File: src/rtl/sop_truth_table_scanner_if.sv
// sop_truth_table_scanner_if: start/f request side and sweep results of the truth-table scanner
interface sop_truth_table_scanner_if;
  logic start, f, a, b, c, d, busy, done, match;
  logic [15:0] mask;
  logic [4:0] count;
  modport master (output start, f, input a, b, c, d, busy, done, mask, count, match);
  modport slave (input start, f, output a, b, c, d, busy, done, mask, count, match);
endinterface

File: src/rtl/sop_truth_table_scanner.sv
// sop_truth_table_scanner: sweeps abcd over 0..15, samples f into a minterm mask, counts ones, compares to EXPECTED_MASK
module sop_truth_table_scanner #(
  parameter logic [15:0] EXPECTED_MASK = 16'h7310,
  parameter int SETTLE = 0
) (
  input logic clk,
  input logic reset,
  sop_truth_table_scanner_if.slave bus
);
  typedef enum logic [1:0] {IDLE, SWEEP, DONE} state_t;
  localparam logic [3:0] SETTLE_W = 4'(SETTLE);
  state_t state_q, state_d;
  logic [3:0] idx_q, idx_d, wait_q, wait_d;
  logic [15:0] mask_q, mask_d;
  logic [4:0] count_q, count_d;
  logic busy_q, busy_d, done_q, done_d, match_q, match_d;
  // idx_q doubles as the abcd drive register; it is forced to 0 outside SWEEP
  always_ff @(posedge clk) begin
    if (reset) begin
      state_q <= IDLE;
      idx_q <= '0;
      wait_q <= '0;
      mask_q <= '0;
      count_q <= '0;
      busy_q <= 1'b0;
      done_q <= 1'b0;
      match_q <= 1'b0;
    end else begin
      state_q <= state_d;
      idx_q <= idx_d;
      wait_q <= wait_d;
      mask_q <= mask_d;
      count_q <= count_d;
      busy_q <= busy_d;
      done_q <= done_d;
      match_q <= match_d;
    end
  end
  always_comb begin
    state_d = state_q;
    idx_d = idx_q;
    wait_d = wait_q;
    mask_d = mask_q;
    count_d = count_q;
    busy_d = busy_q;
    done_d = 1'b0;
    match_d = match_q;
    case (state_q)
      IDLE: if (bus.start) begin
        state_d = SWEEP;
        idx_d = '0;
        wait_d = '0;
        mask_d = '0;
        count_d = '0;
        match_d = 1'b0;
        busy_d = 1'b1;
      end
      SWEEP: if (wait_q == SETTLE_W) begin
        mask_d[idx_q] = bus.f;
        count_d = count_q + {4'b0, bus.f};
        wait_d = '0;
        idx_d = (idx_q == 4'hF) ? 4'h0 : idx_q + 4'h1;
        if (idx_q == 4'hF) begin
          state_d = DONE;
          busy_d = 1'b0;
          done_d = 1'b1;
          match_d = (mask_d == EXPECTED_MASK);
        end
      end else begin
        wait_d = wait_q + 4'h1;
      end
      DONE: state_d = IDLE;
      default: state_d = IDLE;
    endcase
  end
  assign {bus.a, bus.b, bus.c, bus.d} = idx_q;
  assign bus.busy = busy_q;
  assign bus.done = done_q;
  assign bus.mask = mask_q;
  assign bus.count = count_q;
  assign bus.match = match_q;
endmodule

File: src/flat_wrapper.sv
// flat-port wrapper written by rule: the top's interface ports become plain ports
module sop_truth_table_scanner_flat 
#(
  parameter logic [15:0] EXPECTED_MASK = 16'h7310,
  parameter int SETTLE = 0
)
  (clk, reset, bus_start, bus_f, bus_a, bus_b, bus_c, bus_d, bus_busy, bus_done, bus_mask, bus_count, bus_match);
  sop_truth_table_scanner_if bus_i ();
  input logic clk;
  input logic reset;
  input wire logic [$bits(bus_i.start)-1:0] bus_start;
  input wire logic [$bits(bus_i.f)-1:0] bus_f;
  output wire logic [$bits(bus_i.a)-1:0] bus_a;
  output wire logic [$bits(bus_i.b)-1:0] bus_b;
  output wire logic [$bits(bus_i.c)-1:0] bus_c;
  output wire logic [$bits(bus_i.d)-1:0] bus_d;
  output wire logic [$bits(bus_i.busy)-1:0] bus_busy;
  output wire logic [$bits(bus_i.done)-1:0] bus_done;
  output wire logic [$bits(bus_i.mask)-1:0] bus_mask;
  output wire logic [$bits(bus_i.count)-1:0] bus_count;
  output wire logic [$bits(bus_i.match)-1:0] bus_match;
  assign bus_i.start = bus_start;
  assign bus_i.f = bus_f;
  assign bus_a = bus_i.a;
  assign bus_b = bus_i.b;
  assign bus_c = bus_i.c;
  assign bus_d = bus_i.d;
  assign bus_busy = bus_i.busy;
  assign bus_done = bus_i.done;
  assign bus_mask = bus_i.mask;
  assign bus_count = bus_i.count;
  assign bus_match = bus_i.match;
  sop_truth_table_scanner #(.EXPECTED_MASK(EXPECTED_MASK), .SETTLE(SETTLE)) u_core (.clk(clk), .reset(reset), .bus(bus_i));
endmodule
File: config.mk
export PLATFORM = sky130hd
export DESIGN_NAME = sop_truth_table_scanner_flat
export DESIGN_NICKNAME = d
export VERILOG_FILES = /design/src/rtl/sop_truth_table_scanner_if.sv /design/src/rtl/sop_truth_table_scanner.sv /design/src/flat_wrapper.sv
export SDC_FILE = /design/constraint.sdc
export NUM_CORES = 1
export LEC_CHECK = 0
export ABC_CLOCK_PERIOD_IN_PS = 2800
export CORE_ASPECT_RATIO = 0.7
export CORE_MARGIN = 1
export CORE_UTILIZATION = 55
export DETAILED_ROUTE_END_ITERATION = 8
export GPL_TIMING_DRIVEN = 0
export PLACE_DENSITY = 0.83
export SLEW_MARGIN = 10
export SYNTH_ARGS = -nofsm -noshare
export SYNTH_HDL_FRONTEND = slang
export SYNTH_SLANG_ARGS = --single-unit
File: constraint.sdc
create_clock -name clk -period 2.8 [get_ports clk]
set_input_delay 0.42 -clock clk [delete_from_list [all_inputs] [get_ports clk]]
set_output_delay 0.42 -clock clk [all_outputs]
set_load 0.03 [all_outputs]
Yosys cells after proc, flatten, opt, wreduce, memory -nomap -nowiden

Cells that the tools add are included.

Bits in registers: 34
Input bits: 4
Logic and storage cells: 58

$add $sub $neg: 3
Order comparisons: 2
Equal/unequal tests: 6
Multiplexer cells: 28
Bitwise logic cells: 2
Reduce and logical (&&, ||, !) cells: 9

Operators with widths:

| kind                                                                                 | number |
|---|---|
| 16-bit two-way mux                                                                   | 2 |
| 16-bit case mux with 2 select lines                                                  | 1 |
| 16-bit bitwise mux                                                                   | 1 |
| 16-bit by 15-bit equality test with 1-bit output (second input constant)             | 1 |
| 4-bit two-way mux                                                                    | 4 |
| 4-bit case mux with 2 select lines                                                   | 2 |
| 5-bit two-way mux                                                                    | 2 |
| 5-bit case mux with 2 select lines                                                   | 1 |
| 4-bit by 1-bit adder with 4-bit output (second input constant)                       | 2 |
| 1-bit two-way mux                                                                    | 8 |
| 2-bit two-way mux                                                                    | 3 |
| 3-bit AND reduction                                                                  | 2 |
| 5-bit by 1-bit adder with 5-bit output                                               | 1 |
| 4-bit by 5-bit < comparator with 1-bit output (second input constant)                | 1 |
| 1-bit demux with 4-bit select                                                        | 1 |
| 4-bit equality test (second input constant)                                          | 1 |
| 4-bit by 1-bit greater-or-equal comparator with 1-bit output (second input constant) | 1 |
| 4-bit logical NOT                                                                    | 1 |
| 2-bit by 1-bit inequality test with 1-bit output (second input constant)             | 2 |
| 1-bit case mux with 2 select lines                                                   | 2 |
| 2-bit case mux with 2 select lines                                                   | 1 |
| 4-bit AND reduction                                                                  | 1 |
| 3-bit OR reduction                                                                   | 1 |
| 2-bit by 1-bit equality test with 1-bit output (second input constant)               | 1 |
| 6 further kinds                                                                      | 7 |

Depth between registers and ports, before layout

Gate-level depths: netlist of run 1.

Depth after elaboration: 9
Mapped depth: 10
Depth with buffers taken out: 7

Worst setup path before layout of run 1

Ideal clock, no wire load.

Kind: register -> register
Start: reg u_core.wait_q[0]
End: reg u_core.mask_q[0], in the netlist u_core.bus.mask[0]
Arrival: 1.786 ns
Data required time: 2.713 ns
Path slack: 0.927 ns
Cell stages (with the launch flop): 11
Buffers on the path: 3
Period minus slack after synthesis: 1.873 ns
Path through: dfxtp_1 -> inv_1 -> ha_1 -> or3b_1 -> buf_6 -> or3_1 -> buf_6 -> buf_8 -> a21oi_1 -> o21ai_1 -> o31ai_1

Cells in the longest elaborated chain, start to end: 3

RTL lines:

| what                                                              | RTL line                      | source |
|---|---|---|
| start: declaration                                                | sop_truth_table_scanner.sv:13 | `logic [3:0] idx_q, idx_d, wait_q, wait_d;` |
| start signal: assignment                                          | sop_truth_table_scanner.sv:31 | `wait_q <= wait_d;` |
| 4-bit logical NOT                                                 | sop_truth_table_scanner.sv:58 | `SWEEP: if (wait_q == SETTLE_W) begin` |
| 2-bit by 1-bit inequality test with 1-bit output (no source line) | --                            |  |
| 3-bit AND reduction (no source line)                              | --                            |  |
| end signal: assignment                                            | sop_truth_table_scanner.sv:32 | `mask_q <= mask_d;` |
| end: declaration                                                  | sop_truth_table_scanner.sv:14 | `logic [15:0] mask_q, mask_d;` |

No other way between the ends.
A chain may end at the register's enable or synchronous reset.

Worst setup path after layout of run 1

Start: reg u_core.wait_q[0]
End: reg u_core.mask_q[14], in the netlist u_core.bus.mask[14]

Same word-level chain as after synthesis.

==> results.json, run 1 <==
{
  "postCtsSetupBuffers": 0,
  "synth_async_sr_flop_share_pct": 0,
  "vdd_ir_drop_max_mv": 0.319,
  "tritoncts": "done",
  "finClkSkew_ps": 4.37,
  "antenna_cells_inserted": 0,
  "drt_pre_antenna_iters": 5,
  "worstPathArrival_ps": 2350,
  "fin_nets": 257,
  "initial_core_utilization_pct": 60.1,
  "cts_buffer_count": 5,
  "final-setup-viol-count": 0,
  "global_route.usage.met3_pct": 11.0,
  "worst_setup_path_end_kind": "register",
  "cts-root-to-sink-buffers": 2,
  "worst_slew_margin_relative_to_its_limit_pct": 57.6,
  "port-buffer-count": 31,
  "hold_buffers": 0,
  "worst_hold_path_type": "register to register",
  "synthFlopType": "dfxtp_1",
  "drc_errors": 0,
  "placement_rows": 16,
  "powerDensity_nw_per_um2": 451,
  "routed_wl_mm": 4.53,
  "status": "finished clean",
  "root_buffer": "clkbuf_8",
  "clk_pin_slew_ps": 70,
  "die_area_um2": 3410,
  "hold_viol": 0,
  "drive_gt1_share_pct": 5.74,
  "placed_wire_length_estimate_mm": 3.21,
  "synth_sequential_area_ratio_pct": 39.0,
  "synthDominantAreaCellType": "dfxtp_1",
  "sinks_on_the_clock_net": 34,
  "gp_congestion": 0.884,
  "largest_fanout_on_the_critical_path": 10,
  "finalWorstSetupSlack_ps": 608,
  "critPathLaunchType": "register",
  "grt_max_degree": 11,
  "post_synth.cell_area_avg_um2": 8.51,
  "count_of_warnings_emitted_by_yosys": 0,
  "die_width_um": 69.3,
  "worst_skew_pair.late_latency_ps": 290,
  "worstSetupPathType": "register to register",
  "post_synthesis_cell_type_count": 43,
  "synth.top_cells.by_area": "dfxtp_1 (39%), ha_1 (7.2%), a21oi_1 (5.7%), o21ai_0 (5.2%), nand2_1 (3.4%)",
  "placedInstanceArea_um2": 2100,
  "period_share_pct": 78.3,
  "grt_pass1_wl_mm": 7.58,
  "synth.most_common_cell": "dfxtp_1",
  "antenna_found_initial": 0,
  "first_iter_violations": 291,
  "synth-edff-count": 0,
  "ctsHtreeMaxLevel": 2,
  "synth_top_area_share_pct": 39.0,
  "top_level_ports": 32,
  "final.setup.tns_ps": 0,
  "cp.required_ps": 2950,
  "hold_depth": 1,
  "core-area_um2": 2900,
  "floorplan.die.height_um": 49.1,
  "postLayoutCellArea_um2": 2190,
  "drv_slew": 0,
  "grt.met1_usage_pct": 37.8,
  "cap_viol_max_count": 0,
  "synth-seq-cells": 34,
  "grt_setup_unrepaired": "false",
  "worst-slew-pin-transition_ps": 634,
  "overall_global_routing_resource_usage_pct": 28.9,
  "fin_crit_ps": 2190,
  "vias_per_cell": 6.04,
  "via_count_of_the_first_global_routing_pass": 1594,
  "grt-busiest-layer": "met2",
  "ff2ff_path_depth": 9,
  "fmax_mhz": 456,
  "dr_total_vias": 1692,
  "grt.overflow.total": 0,
  "mappedNetlistNets": 219,
  "post_synth_inst_count": 205,
  "globalRouteMet2Util_pct": 42.6,
  "dp_worst_setup_slack_ps": 460,
  "yosys-top-cells-count": "dfxtp_1 (34), a21oi_1 (20), o21ai_0 (18)",
  "power.static_leakage_nw": 0.817,
  "routed_wire_length_per_instance_um": 16.2,
  "cts_repair_resize_count": 0,
  "ant_nets": 0,
  "syn_area_um2": 1750,
  "synthesis_to_finish_area_growth_pct": 25.6
}
[routing by layer]
| layer | up-vias | share of wire [%] |
|---|---|---|
| met3 | 14 | 10 |
| met4 | 0 | 2.0 |
| met5 | - | 0 |
| met1 | 768 | 45 |
| li1 | 807 | - |
| met2 | 103 | 43 |
[cell families after synthesis]
| kind of cell | count (synthesis) | synth area share, % |
|---|---|---|
| flops | 34 | 39.0 |
| buf+inv | 17 | 5.38 |
| compound gates | 69 | 24.2 |
| fa+ha+maj | 10 | 7.17 |
| xor+xnor | 7 | 3.51 |
| mux | 1 | 0.573 |
| simple gates | 67 | 20.2 |
[worst paths after layout]
path	start	end	slack, ps
setup reg to reg	u_core.wait_q[0]$_SDFFE_PP0P_	u_core.bus.mask[14]$_SDFFE_PP0P_	610
hold / removal	u_core.bus.match$_SDFFE_PP0P_	u_core.bus.match$_SDFFE_PP0P_	470
setup / recovery	u_core.wait_q[0]$_SDFFE_PP0P_	u_core.bus.mask[14]$_SDFFE_PP0P_	610
hold reg to reg	u_core.bus.match$_SDFFE_PP0P_	u_core.bus.match$_SDFFE_PP0P_	470
[flip-flops by register name, indices dropped and copies added, names as in the netlist]
signal	flops
u_core.bus.busy	1
u_core.wait_q	4
u_core.idx_q	4
u_core.bus.mask	16
u_core.state_q	2
u_core.bus.count	5
u_core.bus.done	1
u_core.bus.match	1
[power breakdown]
group	switching (W)	internal (W)	total, W	leakage [nW]
logic	0.0000725	0.0000441	0.000117	0.494
clock network	0.000174	0.000198	0.000372	0.0482
registers	0.00000953	0.000491	0.000500	0.275
total	0.000256	0.000733	0.000989	0.817
[worst max-delay path, cell delays in order, from the launching register on]
cell and delay [ps]:
dfxtp_1 350, inv_1 70, ha_1 130, or3b_1 360, buf_6 150, o21bai_4 250
nor2_1 230, buf_4 230, o21ai_1 150, o21ai_0 140
[layout make-up]
cell class	instances	area, um^2
multi-input cells	154	971
fillers	215	711
flip-flops and latches	34	681
repair buffers	31	310
clock buffers	7	86.3
plain buffers	10	67.6
well taps	36	45.0
inverters	7	26.3
clock inverters	1	5.00
[per-stage QoR]
step | hold slack [ps] | std cells | util, % | total power (W)
global route | 496 | 280 | 75.5 | 0.00103
floorplan | 515 | 205 | - | 0.000586
global placement | 453 | 272 | 72.4 | 0.000621
detailed placement | 454 | 272 | 72.4 | 0.000624
finish | 467 | 280 | 75.5 | 0.000989
CTS | 470 | 280 | 75.5 | 0.000995
[layout by cell type, fill, tap and decap left out, drive strengths merged, types with 2 or more instances in the layout]
| master | synthesis | routed |
|---|---|---|
| nand4 | 2 | 2 |
| nor2b | 4 | 4 |
| inv | 7 | 7 |
| clkdlybuf4s50 | 0 | 31 |
| and4 | 2 | 2 |
| o21ai | 27 | 27 |
| nand2 | 16 | 16 |
| and2 | 3 | 3 |
| xor2 | 5 | 5 |
| a21oi | 20 | 20 |
| o21bai | 3 | 3 |
| xnor2 | 2 | 2 |
| nor3b | 2 | 2 |
| a32o | 2 | 2 |
| clkbuf | 6 | 13 |
| dfxtp | 34 | 34 |
| a22o | 4 | 4 |
| nand2b | 4 | 4 |
| nor3 | 5 | 5 |
| o31ai | 3 | 3 |
| buf | 4 | 4 |
| a22oi | 4 | 4 |
| nand3 | 4 | 4 |
| nand3b | 3 | 3 |
| nor2 | 16 | 16 |
| ha | 10 | 10 |
Note: power is estimated with default switching activity, not from simulation.
==> run 2: changes to the inputs <==
ABC_CLOCK_PERIOD_IN_PS = 2100   (was 2800)
CORE_UTILIZATION = 51   (was 55)
PLACE_DENSITY = 0.78   (was 0.83)
clock period = 2.1 ns   (was 2.8 ns; I/O delays follow)
==> results.json, run 2 (synthesis results as in run 1) <==
{
  "die_area_um2": 3660,
  "vias_per_cell": 5.77,
  "cts_buffer_count": 5,
  "sinks_on_the_clock_net": 34,
  "drive_gt1_share_pct": 7.72,
  "worst_setup_path_end_kind": "register",
  "fmax_mhz": 487,
  "final_common_cell": "dfxtp_1",
  "port-buffer-count": 31,
  "antenna_found_initial": 0,
  "core-area_um2": 3210,
  "grt_pass1_wl_mm": 7.35,
  "grt_setup_unrepaired": "true",
  "fillerInstances": 268,
  "reg2reg_slack_ps": 50,
  "clk_pin_slew_ps": 70,
  "antenna_cells_inserted": 0,
  "worstPathArrival_ps": 2250,
  "placed_wire_length_estimate_mm": 3.06,
  "worstSetupPathType": "register to register",
  "postLayoutCoreUtil_pct": 70.0,
  "power.static_leakage_nw": 0.834,
  "critPathSlowestCell": "or3b_1",
  "tritoncts": "done",
  "grt_max_degree": 11,
  "most-common-layout-cells": "dfxtp_1 (33), clkdlybuf4s50_1 (31), a21oi_1 (19)",
  "cts-root-to-sink-buffers": 2,
  "cap_viol_max_count": 0,
  "root_buffer": "clkbuf_8",
  "grt.met1_usage_pct": 40.1,
  "first_iter_violations": 210,
  "cp.required_ps": 2300,
  "ff_latch_area_um2": 682,
  "grt-busiest-layer": "met1",
  "final-setup-viol-count": 0,
  "period_share_pct": 97.8,
  "r2r-end": "u_core.bus.mask[1]$_SDFFE_PP0P_",
  "placedInstanceArea_um2": 2110,
  "delay_heaviest_family_cp": "simple AND/OR/NAND/NOR gates",
  "dr_total_vias": 1692,
  "die_width_um": 71.9,
  "synthesis_to_finish_area_growth_pct": 28.7,
  "drc_errors": 0,
  "floorplan.die.height_um": 50.9,
  "overall_global_routing_resource_usage_pct": 26.8,
  "global_route.usage.met3_pct": 5.52,
  "worst_slew_margin_relative_to_its_limit_pct": 58.8,
  "worstReg2RegStart": "u_core.wait_q[0]$_SDFFE_PP0P_",
  "finClkSkew_ps": 2.63,
  "ff2ff_path_depth": 10,
  "worst_skew_pair.late_latency_ps": 290,
  "worst_hold_path_type": "register to register",
  "ant_nets": 0,
  "crit_buf_inv": 4,
  "largest_fanout_on_the_critical_path": 10,
  "final.setup.tns_ps": 0,
  "placed_cells": 283,
  "cpMostUsedCell": "buf_6",
  "initial_core_utilization_pct": 54.3,
  "hold_viol": 0,
  "critPathMaxStageDelay_ps": 360,
  "ctsHtreeMaxLevel": 2,
  "status": "finished clean",
  "timing.critical_path.cells": "inv_1 -> ha_1 -> or3b_1 -> buf_6 -> or3_1 -> buf_6 -> buf_8 -> a21oi_1 -> o21ai_1 -> o31ai_1",
  "multi_input_comb_area_um2": 983,
  "worst-slew-pin-transition_ps": 615,
  "fin_crit_ps": 2050,
  "hold_depth": 2,
  "drt_pre_antenna_iters": 4,
  "routed_wl_mm": 4.45,
  "placement_rows": 17,
  "fin_nets": 259,
  "drv_slew": 0,
  "via_count_of_the_first_global_routing_pass": 1529,
  "hold_buffers": 0,
  "routed_wire_length_per_instance_um": 15.2,
  "grt.overflow.total": 0,
  "total_power_consumption_w": 0.00133,
  "worst_hold_startpoint": "u_core.bus.busy$_SDFFE_PP0P_",
  "finalNonFillerCells": 293,
  "critPathLaunchType": "register",
  "powerDensity_nw_per_um2": 592,
  "largest_reg_flops": 16,
  "top_level_ports": 32,
  "postLayoutCellArea_um2": 2250,
  "gp_congestion": 0.883,
  "worstHoldEndpoint": "u_core.bus.busy$_SDFFE_PP0P_",
  "globalRouteMet2Util_pct": 36.9,
  "vdd_ir_drop_max_mv": 0.453
}
## run 2: routing by layer
metal	share of wire, %	up-vias
met2	42	90
met3	8.1	9
li1	-	811
met5	0	-
met1	49	782
met4	1.6	0
## run 2: area by class of cell
class / instances / area share [%]
multi-input combinational: 154 / 43.8
sequential: 34 / 30.3
buffer: 10 / 3.01
clock buffer: 7 / 3.84
timing repair buffer: 33 / 15.0
clock inverter: 1 / 0.223
inverter: 7 / 1.17
tap: 47 / 2.62
## run 2: worst max path at each step
stage | startpoint | to | depth (start not counted) | slack, ps
5_1_grt | u_core.wait_q[0]$_SDFFE_PP0P_ | u_core.bus.mask[1]$_SDFFE_PP0P_ | 10 | -40
2_1_floorplan | u_core.wait_q[0]$_SDFFE_PP0P_ | u_core.bus.mask[0]$_SDFFE_PP0P_ | 10 | 230
3_5_place_dp | bus_start | u_core.bus.mask[6]$_SDFFE_PP0P_ | 7 | -120
3_3_place_gp | bus_start | u_core.bus.mask[6]$_SDFFE_PP0P_ | 7 | -140
6_report | u_core.wait_q[0]$_SDFFE_PP0P_ | u_core.bus.mask[1]$_SDFFE_PP0P_ | 10 | 50
4_1_cts | u_core.wait_q[0]$_SDFFE_PP0P_ | u_core.bus.mask[9]$_SDFFE_PP0P_ | 9 | 7
## run 2: power breakdown
group / leakage (nW) / switching, W / internal [W]
combinational: 0.510 / 0.000102 / 0.0000680
sequential: 0.275 / 0.0000123 / 0.000655
clock: 0.0482 / 0.000230 / 0.000264
## run 2: worst min-delay path: cells and delay by family (launching register included)
kind | cells | cell delay, ps
flops | 1 | 320
compound gates | 2 | 110
## run 2: per-stage QoR
stage | setup slack, ps | hold slack (ps)
6_report | 46.2 | 482
4_1_cts | 6.69 | 487
3_3_place_gp | -139 | 457
5_1_grt | -40.6 | 520
3_5_place_dp | -123 | 478
2_1_floorplan | 227 | 515
## run 2: what timing repair did
item,4_1_cts,5_1_grt
pin swaps,0,1
setup endpoints to repair,5,11
buffers inserted,0,2
resized for setup,2,2
==> variant: new RTL, config.mk and constraints of run 2 <==
Reset style: asynchronous (`reset`), changed in one clocked block.
--- a/src/rtl/sop_truth_table_scanner.sv
+++ b/src/rtl/sop_truth_table_scanner.sv
@@ -15,7 +15,7 @@
   logic [4:0] count_q, count_d;
   logic busy_q, busy_d, done_q, done_d, match_q, match_d;
   // idx_q doubles as the abcd drive register; it is forced to 0 outside SWEEP
-  always_ff @(posedge clk) begin
+  always_ff @(posedge clk or posedge reset) begin
     if (reset) begin
       state_q <= IDLE;
       idx_q <= '0;
Function: differs if reset is asserted again (counterexample within 4 cycles, from zero or initial values and one cycle with reset high); with reset held inactive, the same outputs for 10 cycles.
==> variant against run 2 <==
Wire length up 7.4%. Cell area grew 6.9%. Area after synthesis is 9.6% higher. Sequential cell count is the same. Setup slack improved by 0.067 ns. Non-clock buffer count unchanged. Critical endpoint is now u_core.bus.match. Highest routed layer unchanged.
Power is not compared: it rests on default switching activity, and its combinational part moved more than twofold at a synthesized area within 25%.
==> variant: results (changes against run 2) <==
{| class="wikitable"
! Metric !! Value
|-
| RePlAce Congestion || 0.898 (was 0.883)
|-
| Multiplexer share of the synthesized area || 1.57% (was 0.573%)
|-
| Global-route wire length before repair || 7.58 mm (was 7.35 mm)
|-
| Reg-to-reg startpoint || u_core.idx_q[0] (was u_core.wait_q[0])
|-
| Final-stage net count || 264 (was 259)
|-
| Pin count of the biggest net entering global routing || 35 (was 11)
|-
| Wire per inst || 15.8 um (was 15.2 um)
|-
| Share of the yosys chip area belonging to registers || 44.5% (was 39.0%)
|-
| Detail Placement HPWL || 3.37 mm (was 3.06 mm)
|-
| Run status || complete, no violations (unchanged)
|-
| Cell area after placement || 2290 um2 (was 2110 um2)
|-
| Path class of the lowest-slack min-delay path || in -> async (was reg -> reg)
|-
| Master of the slowest instance on the critical path || sky130_fd_sc_hd__dfrtp_1 (was sky130_fd_sc_hd__or3b_1)
|-
| Count of cell types in the netlist || 38 (was 43)
|-
| R2R setup slack || 0.11 ns (was 0.05 ns)
|-
| Adder-cell share of the synthesized area || 5.89% (was 7.17%)
|-
| Avg Vias per Cell || 5.82 (was 5.77)
|-
| Number of filler cells placed in the layout || 318 (was 268)
|-
| Delay of the slowest cell on the worst path || 0.44 ns (was 0.36 ns)
|-
| Endpoint arrival time on the critical path || 2.20 ns (was 2.25 ns)
|-
| Number of placed cells counting well taps || 294 (was 283)
|-
| Cells after synthesis || 213 (was 205)
|-
| Number of global-route vias before repair || 1509 (was 1529)
|-
| Transition time at the pin with the least slew margin || 0.686 ns (was 0.615 ns)
|-
| Violation count after the first detailed-route iteration || 202 (was 210)
|-
| Proportion of synthesized flip-flops having asynchronous set or reset || 100% (was 0%)
|-
| GRT Total Usage || 27.0% (was 26.8%)
|}
[variant: worst max-delay path, delay by kind of cell, from the launching register on]
family | cells | cell delay (ns)
AO/OA/AOI/OAI | 2 | 0.48
flip-flops | 1 | 0.44
adder cells (fa/ha/maj) | 1 | 0.24
AND/OR/NAND/NOR | 3 | 0.74
[variant: repair_timing]
item / 4_1_cts / 5_1_grt
gates resized for setup: 0 / 7
setup endpoints to repair: 0 / 16
setup buffers: 0 / 1
[variant: area by class of cell]
cell class / count / area, um2 / share of cell area, %
inverters: 8 / 30.0 / 1.25
well taps: 50 / 62.6 / 2.60
clock buffers: 7 / 86.3 / 3.59
flip-flops and latches: 34 / 852 / 35.5
multi-input cells: 159 / 992 / 41.3
plain buffers: 11 / 56.3 / 2.34
repair buffers: 32 / 318 / 13.2
clock inverters: 1 / 5.00 / 0.208
[variant: where the power goes]
group          internal, mW  leakage [nW]  switching, mW
logic                 0.753         0.550           1.22
registers             0.866         0.447          0.218
clock network         0.264        0.0482          0.246
total                  1.88          1.05           1.68
[variant: cells by family after synthesis]
family,after synthesis
AO/OA/AOI/OAI,75
AND/OR/NAND/NOR,68
flip-flops,34
buffers and inverters,20
adder cells (fa/ha/maj),9
XOR/XNOR,4
multiplexers,3
[variant: metal layers]
layer / up-vias / GRT usage (%) / wire (um)
li1: 840 / - / -
met1: 817 / 39.9 / 2260
met2: 90 / 35.4 / 1970
met3: 11 / 8.19 / 459
met4: 0 / 12.0 / 93
met5: - / 0 / 0
[variant: worst max-delay path by stage]
stage	from	endpoint	slack (ns)
finish	u_core.idx_q[0]	u_core.bus.match	0.11
global placement	bus_f	u_core.bus.match	-0.08
CTS	u_core.wait_q[0]	u_core.bus.mask[10]	0.03
global route	u_core.idx_q[0]	u_core.bus.match	0.02
floorplan	u_core.idx_q[0]	u_core.bus.match	0.18
detailed placement	bus_f	u_core.bus.match	-0.06
